**src/rtl/pipe_stage_skid_pkg.sv**
```systemverilog
// Shared definitions for pipeline-boundary registers.
//   - Per-boundary payload widths and NOP encodings.
//   - {pc, inst} payload struct used at the IF/ID boundary.
//   - Occupancy encoding for the skid-buffered stage register.
package pipe_pkg;

  localparam int unsigned IF_ID_W = 64;
  localparam int unsigned ID_EX_W = 128;

  localparam logic [31:0] NOP_INST = 32'h0000_0000;

  typedef struct packed {
    logic [31:0] pc;
    logic [31:0] inst;
  } if_id_t;

  localparam if_id_t NOP_IF_ID = '{pc: 32'h0000_0000, inst: NOP_INST};

  // E: main empty, M: main only, F: main + skid
  typedef enum logic [1:0] {
    OCC_E = 2'd0,
    OCC_M = 2'd1,
    OCC_F = 2'd2
  } occ_e;

endpackage

```
**src/rtl/pipe_stage_skid_if.sv**
```systemverilog
// Valid/ready payload channel between pipeline stages.
//   valid : producer has a live payload
//   ready : consumer accepts this cycle
//   data  : payload, DATA_W bits
// master = producer side, slave = consumer side.
interface pipe_stage_skid_if #(
  parameter int unsigned DATA_W = 64
);

  logic              valid;
  logic              ready;
  logic [DATA_W-1:0] data;

  modport master (output valid, output data, input  ready);
  modport slave  (input  valid, input  data, output ready);

endinterface

```
**src/rtl/pipe_stage_skid_sat_counter.sv**
```systemverilog
// Saturating up-counter with synchronous clear.
//   clk, reset : clock, synchronous active-high reset
//   inc        : count one this cycle (held at all-ones once reached)
//   clr        : zero the counter; wins over inc
//   cnt        : current count
module sat_counter #(
  parameter int unsigned CNT_W = 16
) (
  input  logic             clk,
  input  logic             reset,
  input  logic             inc,
  input  logic             clr,
  output logic [CNT_W-1:0] cnt
);

  always_ff @(posedge clk) begin
    if (reset || clr) begin
      cnt <= '0;
    end else if (inc && (cnt != '1)) begin
      cnt <= cnt + 1'b1;
    end
  end

endmodule

```
**src/rtl/pipe_stage_skid.sv**
```systemverilog
// Pipeline stage register with valid/ready handshake and a one-entry skid
// buffer, so the upstream ready is a pure register decode with no path from
// the downstream ready. Synchronous flush replaces all held payloads with a
// bubble; a saturating counter records cycles spent backpressured.
//   clk, reset     : clock, synchronous active-high reset
//   flush          : discard held and incoming payloads this cycle
//   in_port        : upstream channel (slave)
//   out_port       : downstream channel (master); data = NOP_VALUE when idle
//   stall_cnt      : cycles with out valid && !out ready, saturating
//   stall_cnt_clr  : synchronous clear of stall_cnt
module pipe_stage_skid
  import pipe_pkg::*;
#(
  parameter int unsigned         DATA_W    = IF_ID_W,
  parameter logic [DATA_W-1:0]   NOP_VALUE = '0,
  parameter int unsigned         CNT_W     = 16
) (
  input  logic                   clk,
  input  logic                   reset,
  input  logic                   flush,
  pipe_stage_skid_if.slave       in_port,
  pipe_stage_skid_if.master      out_port,
  output logic [CNT_W-1:0]       stall_cnt,
  input  logic                   stall_cnt_clr
);

  occ_e              state, state_nxt;
  logic [DATA_W-1:0] main_data, main_data_nxt;
  logic [DATA_W-1:0] skid_data, skid_data_nxt;

  logic main_valid;
  logic skid_valid;
  logic in_fire;
  logic out_fire;

  assign main_valid = (state != OCC_E);
  assign skid_valid = (state == OCC_F);

  assign in_port.ready  = !skid_valid;
  assign out_port.valid = main_valid;
  assign out_port.data  = main_data;

  assign in_fire  = in_port.valid && !skid_valid;
  assign out_fire = main_valid && out_port.ready;

  always_ff @(posedge clk) begin
    if (reset) begin
      state     <= OCC_E;
      main_data <= NOP_VALUE;
      skid_data <= NOP_VALUE;
    end else begin
      state     <= state_nxt;
      main_data <= main_data_nxt;
      skid_data <= skid_data_nxt;
    end
  end

  always_comb begin
    state_nxt     = state;
    main_data_nxt = main_data;
    skid_data_nxt = skid_data;
    if (flush) begin
      // An input firing this cycle is consumed upstream and simply dropped.
      state_nxt     = OCC_E;
      main_data_nxt = NOP_VALUE;
      skid_data_nxt = NOP_VALUE;
    end else begin
      unique case (state)
        OCC_E: begin
          if (in_fire) begin
            main_data_nxt = in_port.data;
            state_nxt     = OCC_M;
          end
        end
        OCC_M: begin
          if (in_fire && out_fire) begin
            main_data_nxt = in_port.data;
          end else if (out_fire) begin
            main_data_nxt = NOP_VALUE;
            state_nxt     = OCC_E;
          end else if (in_fire) begin
            skid_data_nxt = in_port.data;
            state_nxt     = OCC_F;
          end
        end
        OCC_F: begin
          if (out_fire) begin
            main_data_nxt = skid_data;
            skid_data_nxt = NOP_VALUE;
            state_nxt     = OCC_M;
          end
        end
        default: begin
          state_nxt     = OCC_E;
          main_data_nxt = NOP_VALUE;
          skid_data_nxt = NOP_VALUE;
        end
      endcase
    end
  end

  sat_counter #(
    .CNT_W (CNT_W)
  ) u_stall_cnt (
    .clk   (clk),
    .reset (reset),
    .inc   (main_valid && !out_port.ready),
    .clr   (stall_cnt_clr),
    .cnt   (stall_cnt)
  );

endmodule

```
**src/flat_wrapper.sv**
```systemverilog
// flat-port wrapper written by rule: the top's interface ports become plain ports
module pipe_stage_skid_flat import pipe_pkg::*;
#(
  parameter int unsigned         DATA_W    = IF_ID_W,
  parameter logic [DATA_W-1:0]   NOP_VALUE = '0,
  parameter int unsigned         CNT_W     = 16
)
  (clk, reset, flush, stall_cnt, stall_cnt_clr, in_port_valid, in_port_data, in_port_ready, out_port_valid, out_port_data, out_port_ready);
  pipe_stage_skid_if #(.DATA_W(DATA_W)) in_port_i ();
  pipe_stage_skid_if #(.DATA_W(DATA_W)) out_port_i ();
  input  logic clk;
  input  logic reset;
  input  logic flush;
  output logic [CNT_W-1:0] stall_cnt;
  input  logic stall_cnt_clr;
  input wire logic [$bits(in_port_i.valid)-1:0] in_port_valid;
  input wire logic [$bits(in_port_i.data)-1:0] in_port_data;
  output wire logic [$bits(in_port_i.ready)-1:0] in_port_ready;
  output wire logic [$bits(out_port_i.valid)-1:0] out_port_valid;
  output wire logic [$bits(out_port_i.data)-1:0] out_port_data;
  input wire logic [$bits(out_port_i.ready)-1:0] out_port_ready;
  assign in_port_i.valid = in_port_valid;
  assign in_port_i.data = in_port_data;
  assign in_port_ready = in_port_i.ready;
  assign out_port_valid = out_port_i.valid;
  assign out_port_data = out_port_i.data;
  assign out_port_i.ready = out_port_ready;
  pipe_stage_skid #(.DATA_W(DATA_W), .NOP_VALUE(NOP_VALUE), .CNT_W(CNT_W)) u_core (.clk(clk), .reset(reset), .flush(flush), .in_port(in_port_i), .out_port(out_port_i), .stall_cnt(stall_cnt), .stall_cnt_clr(stall_cnt_clr));
endmodule
```
**config.mk**
```make
export PLATFORM = sky130hd
export DESIGN_NAME = pipe_stage_skid_flat
export DESIGN_NICKNAME = d
export VERILOG_FILES = /design/src/rtl/pipe_stage_skid_pkg.sv /design/src/rtl/pipe_stage_skid_if.sv /design/src/rtl/pipe_stage_skid_sat_counter.sv /design/src/rtl/pipe_stage_skid.sv /design/src/flat_wrapper.sv
export SDC_FILE = /design/constraint.sdc
export NUM_CORES = 1
export LEC_CHECK = 0
export ABC_AREA = 0
export BUFFER_PORTS_ARGS = -buffer_cell sky130_fd_sc_hd__buf_2
export CORE_AREA = 2 2 135 137
export CTS_CLUSTER_SIZE = 14
export DETAILED_ROUTE_END_ITERATION = 10
export DIE_AREA = 0 0 137 139
export GPL_TIMING_DRIVEN = 0
export PLACE_DENSITY_LB_ADDON = 0.08
export SLEW_MARGIN = 0
export SYNTH_ARGS = -nofsm -noshare
export SYNTH_HDL_FRONTEND = slang
export SYNTH_SLANG_ARGS = --single-unit
```
**constraint.sdc**
```tcl
create_clock -name clk -period 4.25 [get_ports clk]
set_input_delay 0.425 -clock clk [delete_from_list [all_inputs] [get_ports clk]]
set_output_delay 0.425 -clock clk [all_outputs]
set_load 0.01 [all_outputs]
```
==> results of run 1 <==
-- worst paths after layout --
kind                                                            start                               endpoint  slack (ps)  cells after the start
worst max-delay path                     u_core.state[1]$_SDFFE_PP0P_                         out_port_valid        1420                      5
worst min-delay path                                 in_port_data[63]  u_core.out_port.data[63]$_SDFFE_PP0P_         310                      3
worst min register to register  u_core.out_port.data[55]$_SDFFE_PP0P_  u_core.out_port.data[55]$_SDFFE_PP0P_         450                      2
worst max register to register           u_core.state[0]$_SDFFE_PP0P_  u_core.out_port.data[34]$_SDFFE_PP0P_        1730                      6
-- cells by family (layout without fill, tap and decap cells) --
kind of cell / after synthesis / count (layout)
muxes: 69 / 69
adders and majority gates: 1 / 1
and+or+nand+nor: 376 / 376
xor gates and xnor gates: 1 / 1
other: 0 / 1
AOI/OAI and AO/OA: 159 / 159
DFF: 146 / 146
buffers and inverters: 70 / 252
-- power groups by stage --
| stage | sequential (uW) | combinational [uW] | clock [uW] |
|---|---|---|---|
| 6_report | 1410 | 304 | 1570 |
| 3_5_place_dp | 1440 | 306 | 0 |
| 4_1_cts | 1410 | 307 | 1590 |
| 2_1_floorplan | 1450 | 173 | 0 |
| 3_3_place_gp | 1440 | 306 | 0 |
| 5_1_grt | 1410 | 337 | 1650 |
-- cells in the final DEF (no fill, tap or decap), types with 2 or more instances in the layout --
cell,synthesis,routed
buf_2,9,160
dfxtp_1,146,146
and2_1,126,126
nand2_1,72,72
a21oi_1,72,72
nor2_1,71,71
mux2i_1,69,69
o21ai_0,68,68
nor3b_1,63,63
clkbuf_1,55,56
clkbuf_16,0,17
nand3_1,7,7
or3_1,5,5
nor2b_1,4,4
inv_1,4,4
or2_2,4,4
nand4_1,4,4
o21a_1,4,4
clkbuf_8,0,4
or3_2,3,3
nor4_1,3,3
o31ai_1,3,3
or4_1,3,3
nor3_1,3,3
clkinv_2,0,3
bufinv_16,0,3
buf_1,2,2
o22a_1,2,2
o311ai_0,2,2
o41ai_1,2,2
clkinvlp_4,0,2
-- critical path, cell delays in order (launching register included) --
cell and delay [ps]:
dfxtp_1 360, clkbuf_1 380, clkbuf_1 490, buf_1 420, or2_2 180, buf_2 130
-- state kept, by name (all words and copies together) (netlist names) --
| signal | flops |
|---|---|
| u_core.u_stall_cnt.cnt | 16 |
| u_core.out_port.data | 64 |
| u_core.skid_data | 64 |
| u_core.state | 2 |
-- metrics by stage --
| step | total power (uW) | cell area, um2 | worst slack, ps | util (%) | instances |
|---|---|---|---|---|---|
| floorplan | 1620 | 6890 | 2270 | - | 822 |
| global placement | 1740 | 7930 | 1570 | 44.9 | 1202 |
| detailed placement | 1740 | 7930 | 1570 | 44.9 | 1202 |
| CTS | 3310 | 8540 | 1350 | 48.4 | 1233 |
| global route | 3390 | 8540 | 1210 | 48.4 | 1233 |
| finish | 3280 | 8540 | 1420 | 48.4 | 1234 |
-- final cells by class --
type | instances | area (um2) | share of cell area [%]
diodes | 1 | 2.50 | 0.0293
plain buffers | 66 | 259 | 3.03
clock buffers | 22 | 484 | 5.67
clock inverters | 9 | 129 | 1.51
inverters | 4 | 15.0 | 0.176
multi-input cells | 606 | 3690 | 43.2
flip-flops and latches | 146 | 2920 | 34.2
well taps | 229 | 287 | 3.35
repair buffers | 151 | 756 | 8.85
-- per-layer routing --
layer  global-route usage, %  share of wire, %
met1                    26.7                48
met2                    31.9                47
met3                    3.98               4.5
met4                    6.35              0.92
met5                       0             0.037
==> flow_summary_export.csv, run 1 <==
group,metric,value,unit
logic_synthesis,ys.flop_type,"dfxtp_1",
logic_synthesis,ys_types,42,
place,gp_congestion,0.769,
timing,worstMarginPinSlew,1020,ps
drt,wl_per_cell,15.5,um
clocking,clkTransAtPathRegs,60,ps
logic_synthesis,synth_top_cell_area_share,42.4,%
drt,routed_wl,19100,um
timing,finalSetupTns,0,ps
power,p_leak,0.00335,uW
logic_synthesis,synth_top_family_by_area,"simple AND/OR/NAND/NOR gates",
job,maxCapViolCount,0,
clocking,cts-hold-fix-buffers,0,
setup_path,worstSetupEndpointType,"primary output",
clocking,ctsResizeCount,0,
power,power_density,383,nW/um2
timing,finalCritPeriodShare,66.6,%
global_route,grt_pass1_wl,29800,um
setup_path,critical_path_arrival,2400,ps
timing,hold_violations,0,
logic_synthesis,synth_cells,822,
clocking,clkSinkCount,146,
place,dp_hpwl,13200,um
logic_synthesis,synth_seq_cells,146,
finish,nNetsFinal,1063,
timing,setup_viol,0,
clocking,cts.path.max_buffers,2,
drt,vias,6159,
finish,n_fill_cell,1808,
die,row_count,49,
place,io_buffers,151,
die,ios,152,
logic_synthesis,synthAdderAreaFrac,0.182,%
die,coreArea,17700,um2
global_route,first_global_vias,5727,
logic_synthesis,synth_area_leaders,"dfxtp_1 42%, and2_1 11%, mux2i_1 10%",
die,die_y,139,um
logic_synthesis,synth_xor_area_share,0.127,%
logic_synthesis,synth_edf_count,0,
power,peakVddDrop,0.000299,V
power,clockPowerShare,47.8,%
logic_synthesis,yosysWarnings,0,
power,p_seq_share,42.9,%
setup_path,required,3830,ps
setup_path,setup.worst_path.start_class,"flop",
finish,drive_gt1_share,20.1,%
die,initial_core_util,39.0,%
clocking,cts_buffers,17,
timing,grt_setup_unrepaired,"no",
logic_synthesis,ys_seq_area_share,42.4,%
logic_synthesis,synth_top_cells_by_count,"146 x dfxtp_1, 126 x and2_1, 72 x a21oi_1, 72 x nand2_1, 71 x nor2_1",
power,p_comb_share,9.3,%
logic_synthesis,synth.most_common_cell,"dfxtp_1",
drt,drc_errors,0,
drt,ant_nets,0,
outcome,outcome,"complete, no violations",
timing,drv_slew,0,
logic_synthesis,synth_simple_gate_area_share,30.6,%
drt,vias_per_cell,4.99,
clocking,cts_tree,"done",
clocking,clock-root-buffer,"clkbuf_16",
setup_path,path_class,"reg2out",
logic_synthesis,synthesis.area,6890,um2
power,swShare,23.8,%
clocking,cts_setup_buffers,0,
drt,drt_first_iter_violations,205,
power,switching_power,779,uW
global_route,grt_usage,19.9,%
die,dieWidth,137,um
logic_synthesis,synth.net_count,893,
clocking,clkLatencyLatePin,430,ps
timing,hold_slack,313,ps
timing,clock.fmax,353,MHz
logic_synthesis,synth-compound-area-share,12.6,%
logic_synthesis,synth-async-reset-ratio,0,%
die,die_area,19000,um2
global_route,overflow,0,
logic_synthesis,synthMuxAreaShare,10.0,%
logic_synthesis,synth_top_area_cell,"dfxtp_1",
finish,area_delta_synth_final,24.1,%
clocking,cts_htree_levels,4,
timing,skew,10.8,ps
drt,firstDrtPassIters,4,
global_route,antenna_found_initial,2,
global_route,grt_max_degree,17,
logic_synthesis,synth.avg_cell_area,8.38,um2
setup_path,path_max_fanout,10,
timing,slew_headroom,32.0,%
timing,period_needed,2830,ps
hold_path,min_path_type,"in2reg",
power,intPower,2500,uW
Power figures use the tool's default switching activity.
==> run 2: changes to the inputs <==
- clock period: 4.25 -> 2.6 ns (I/O delays scaled with it)
==> run 2 against run 1 <==
Net effect:
- die area unchanged
- worst hold slack worse by 170 ps
- via count down 0.11%
- combinational power up 63%
- final area about the same
- utilization about the same
- first-iteration DRC count up 2.0%
- register-to-register slack worse by 1500 ps
- clock power up 63%
- count of clock-buffer cells in the layout unchanged
- critical path depth up 1
- global-route usage unchanged
- critical endpoint is now u_core.out_port.data[8]$_SDFFE_PP0P_
- largest power group unchanged
==> flow_summary_export.csv, run 2 (synthesis gave the netlist of run 1 again) <==
group,metric,value,unit
outcome,outcome,"complete, no violations",
die,coreArea,17700,um2
finish,drive_gt1_share,20.4,%
clocking,clkTransAtPathRegs,60,ps
timing,skew,7.01,ps
power,power_density,626,nW/um2
power,swShare,23.8,%
finish,final_cells,1234,
finish,nNetsFinal,1063,
place,pre_cts_ws,84.1,ps
timing,worstMarginPinSlew,927,ps
drt,ant_nets,0,
drt,vias_per_cell,4.99,
clocking,cts_htree_levels,4,
place,gp_congestion,0.769,
job,maxCapViolCount,0,
timing,hold_violations,0,
clocking,cts.path.max_buffers,2,
timing,drv_slew,0,
finish,area_delta_synth_final,24.2,%
timing,setup_viol,0,
drt,routed_wl,19100,um
die,initial_core_util,39.0,%
setup_path,worstSetupEndpointType,"flop",
global_route,grt_pass1_wl,29800,um
place,dp.cells,1202,
timing,slew_headroom,37.8,%
global_route,grt_max_degree,17,
place,dp_hpwl,13200,um
power,intPower,4080,uW
clocking,clock-root-buffer,"clkbuf_16",
clocking,cts_tree,"done",
power,clockPowerShare,47.8,%
drt,drc_errors,0,
finish,utilization,48.4,%
die,die_area,19000,um2
timing,grt_setup_unrepaired,"no",
finish,final_common_cell,"buf_2",
timing,fin_ws,267,ps
clocking,clkSinkCount,146,
timing,clock.fmax,429,MHz
place,placed_cell_area,7930,um2
die,dieWidth,137,um
die,ios,152,
drt,vias,6152,
timing,finalSetupTns,0,ps
power,p_leak,0.00335,uW
finish,final_area,8550,um2
power,p_comb_share,9.3,%
global_route,grt_usage,19.9,%
setup_path,path_max_fanout,10,
die,row_count,49,
timing,finalCritPeriodShare,89.7,%
drt,firstDrtPassIters,4,
power,switching_power,1280,uW
clocking,clkLatencyLatePin,430,ps
power,p_seq_share,42.9,%
clocking,cts_buffers,17,
setup_path,setup.worst_path.start_class,"flop",
die,die_y,139,um
timing,period_needed,2330,ps
setup_path,critical_path_arrival,2690,ps
drt,wl_per_cell,15.5,um
setup_path,required,2950,ps
drt,drt_first_iter_violations,209,
place,io_buffers,151,
global_route,antenna_found_initial,2,
hold_path,min_path_type,"in2reg",
global_route,first_global_vias,5727,
setup_path,path_class,"reg2reg",
finish,most-common-layout-cells,"160 x buf_2, 146 x dfxtp_1, 126 x and2_1",
power,peakVddDrop,0.000490,V
global_route,overflow,0,
clocking,cts-hold-fix-buffers,0,
[run 2: routing by layer]
metal,up-vias,global-route usage [%],wire length (um)
met5,-,0,7
met1,2867,26.7,9110
met3,21,3.98,786
met4,2,6.35,236
met2,123,31.9,8950
li1,3139,-,-
[run 2: cell type report]
class,instances,area [um2]
fill,1809,9110
timing repair buffer,151,756
buffer,66,262
antenna,1,2.50
clock buffer,22,484
sequential,146,2920
clock inverter,9,129
multi-input combinational,606,3690
tap,229,287
inverter,4,15.0
[run 2: metrics by stage]
stage,power [uW],hold slack [ps]
floorplan,2650,422
global route,5540,161
global placement,2850,441
CTS,5400,133
detailed placement,2850,443
finish,5350,146
[run 2: worst max-delay path, stage by stage (launching register included)]
cell	delay [ps]
dfxtp_1	370
buf_2	220
mux2i_1	130
o21ai_1	740
clkbuf_1	420
o21ai_0	230
a21oi_1	160
[run 2: final timing paths]
check	start	to	slack, ps	depth (start not counted)
worst max-delay path	u_core.state[0]$_SDFFE_PP0P_	u_core.out_port.data[8]$_SDFFE_PP0P_	270	6
worst min-delay path	in_port_data[63]	u_core.out_port.data[63]$_SDFFE_PP0P_	150	3
worst max register to register	u_core.state[0]$_SDFFE_PP0P_	u_core.out_port.data[8]$_SDFFE_PP0P_	270	6
worst min register to register	u_core.out_port.data[55]$_SDFFE_PP0P_	u_core.out_port.data[55]$_SDFFE_PP0P_	450	2
[run 2: power by group through the flow]
stage / Combinational (uW) / Clock (uW) / Sequential (uW)
after floorplan: 283 / 0 / 2360
after global placement: 500 / 0 / 2350
after detailed placement: 500 / 0 / 2350
after CTS: 502 / 2600 / 2300
after global routing: 551 / 2690 / 2300
final: 496 / 2560 / 2300
[run 2: repair_timing]
item                       CTS  global route
setup endpoints to repair    1            45
gates resized for setup      1             3
setup buffers                0             0
hold endpoints to repair     0             0
==> run 3: changes to the inputs <==
- BUFFER_PORTS_ARGS: -buffer_cell sky130_fd_sc_hd__buf_2 -> unset
- CORE_AREA: 2 2 135 137 -> 2 2 121 123
- DIE_AREA: 0 0 137 139 -> 0 0 123 125
- DONT_BUFFER_PORTS: unset -> 1
==> run 3 against run 2 <==
Net effect:
- count of clock-buffer cells in the layout shrank 3
- combinational power down 25%
- non-clock buffer count decreased by 150
- flip-flop and latch count is the same
- setup slack got worse by 64 ps
- clock power decreased by 6%
- final cell count fell by 16%
- die area fell by 19%
- critical path depth is 2 lower
- critical path type is now reg2out
- largest power group unchanged
- highest routed layer is now met4
==> flow_summary_export.csv, run 3 (synthesis gave the netlist of run 1 again) <==
group,metric,value,unit
outcome,outcome,"complete, no violations",
drt,top_layer_used,"met4",
global_route,overflow,0,
timing,drv_slew,0,
timing,hold_violations,0,
hold_path,worstHoldPathCells,2,
setup_path,worstSetupEndpointType,"primary output",
drt,wl_per_cell,17.1,um
die,die_y,125,um
finish,antennaDiodeCount,0,
timing,hold_slack,14.6,ps
timing,period_needed,2400,ps
finish,final_common_cell,"dfxtp_1",
setup_path,critical_path_arrival,2140,ps
setup_path,rr_worst_depth,6,
place,io_buffers,0,
hold_path,min_path_type,"in2reg",
finish,most-common-layout-cells,"146 x dfxtp_1, 126 x and2_1, 72 x nand2_1, 72 x a21oi_1, 71 x nor2_1",
global_route,grt_usage,23.4,%
setup_path,timing.rr.start,"u_core.state[0]$_SDFFE_PP0P_",
timing,grt_setup_unrepaired,"no",
drt,drt_first_iter_violations,282,
timing,slew_headroom,39.4,%
setup_path,reg2reg_to,"u_core.out_port.data[10]$_SDFFE_PP0P_",
die,dieWidth,123,um
place,dp_hpwl,12700,um
finish,nNetsFinal,913,
drt,vias_per_cell,5.52,
timing,worstMarginPinSlew,902,ps
die,die_area,15400,um2
global_route,grt_max_degree,17,
drt,ant_nets,0,
timing,finalCritPeriodShare,92.2,%
drt,firstDrtPassIters,4,
clocking,cts_buffers,17,
timing,finalSetupTns,0,ps
power,p_leak,0.00260,uW
job,maxCapViolCount,0,
drt,vias,5726,
drt,routed_wl,17800,um
place,pre_cts_ws,183,ps
global_route,first_global_vias,5629,
drt,dr_wl_met2,8290,um
finish,n_fill_cell,1363,
die,row_count,44,
timing,clock.fmax,417,MHz
setup_path,setup.worst_path.start_class,"flop",
global_route,grt_pass1_wl,28500,um
power,peakVddDrop,0.000391,V
power,p_total,5100,uW
timing,fin_ws,203,ps
drt,drc_errors,0,
finish,area_delta_synth_final,12.0,%
setup_path,required,2340,ps
die,ios,152,
setup_path,path_max_fanout,10,
die,coreArea,14200,um2
place,gp_congestion,0.804,
die,initial_core_util,48.5,%
clocking,clkTransAtPathRegs,60,ps
clocking,cts.path.max_buffers,2,
power,power_density,661,nW/um2
drt,wirelength_met1,7530,um
timing,skew,5.36,ps
clocking,cts_tree,"done",
clocking,clkLatencyLatePin,420,ps
clocking,clkSinkCount,146,
clocking,cts_htree_levels,4,
finish,drive_gt1_share,6.21,%
drt,dr_wl_met3,1470,um
setup_path,r2r_setup_slack,320,ps
clocking,clock-root-buffer,"clkbuf_16",
setup_path,path_class,"reg2out",
global_route,antenna_found_initial,0,
hold_path,hold_path_startpoint,"stall_cnt_clr",
timing,setup_viol,0,
hold_path,min_to,"u_core.u_stall_cnt.cnt[15]$_SDFFE_PP0P_",
-- run 3: worst max-delay path by stage --
| stage | start | to | cells past startpoint |
|---|---|---|---|
| finish | u_core.state[1]$_SDFFE_PP0P_ | out_port_valid | 4 |
| global route | u_core.state[1]$_SDFFE_PP0P_ | out_port_valid | 4 |
| CTS | u_core.state[1]$_SDFFE_PP0P_ | out_port_valid | 4 |
| detailed placement | u_core.state[0]$_SDFFE_PP0P_ | u_core.out_port.data[10]$_SDFFE_PP0P_ | 6 |
| global placement | u_core.state[0]$_SDFFE_PP0P_ | u_core.out_port.data[51]$_SDFFE_PP0P_ | 6 |
| floorplan | u_core.u_stall_cnt.cnt[0]$_SDFFE_PP0P_ | u_core.u_stall_cnt.cnt[14]$_SDFFE_PP0P_ | 5 |
-- run 3: final cells by class --
class / instances / area, um2 / share of cell area [%]
clock inverters: 12 / 135 / 1.75
plain buffers: 66 / 260 / 3.38
inverters: 4 / 15.0 / 0.195
multi-input cells: 606 / 3690 / 47.9
clock buffers: 19 / 443 / 5.75
flip-flops and latches: 146 / 2920 / 37.9
well taps: 184 / 230 / 2.99
repair buffers: 1 / 10.0 / 0.130
-- run 3: timing repair --
| item | CTS | global route |
|---|---|---|
| gates resized for setup | 0 | 3 |
| endpoints found under the setup margin | 0 | 4 |
| endpoints found under the hold margin | 1 | 0 |
| buffers inserted | 0 | 0 |
| hold buffers | 1 | 0 |
-- run 3: layer usage --
metal | up-vias | track usage [%]
li1 | 2834 | -
met1 | 2683 | 29.3
met2 | 172 | 37.0
met3 | 37 | 8.21
met4 | 0 | 8.89
met5 | - | 0
-- run 3: power by group --
group          total (uW)  internal (uW)  switching [uW]
clock network        2400           1430             970
logic                 372            141             231
registers            2320           2280            44.8
total                5100           3850            1250
-- run 3: critical path, cell delays in order, from the launching register on --
cell,delay (ps)
dfxtp_1,360
clkbuf_1,370
clkbuf_2,350
buf_1,390
or2_2,240
-- run 3: through the flow --
step | instances | utilization, % | cell area [um2]
global route | 1038 | 54.3 | 7710
floorplan | 822 | - | 6890
CTS | 1038 | 54.2 | 7700
detailed placement | 1006 | 50.1 | 7120
global placement | 1006 | 50.1 | 7120
finish | 1038 | 54.3 | 7710
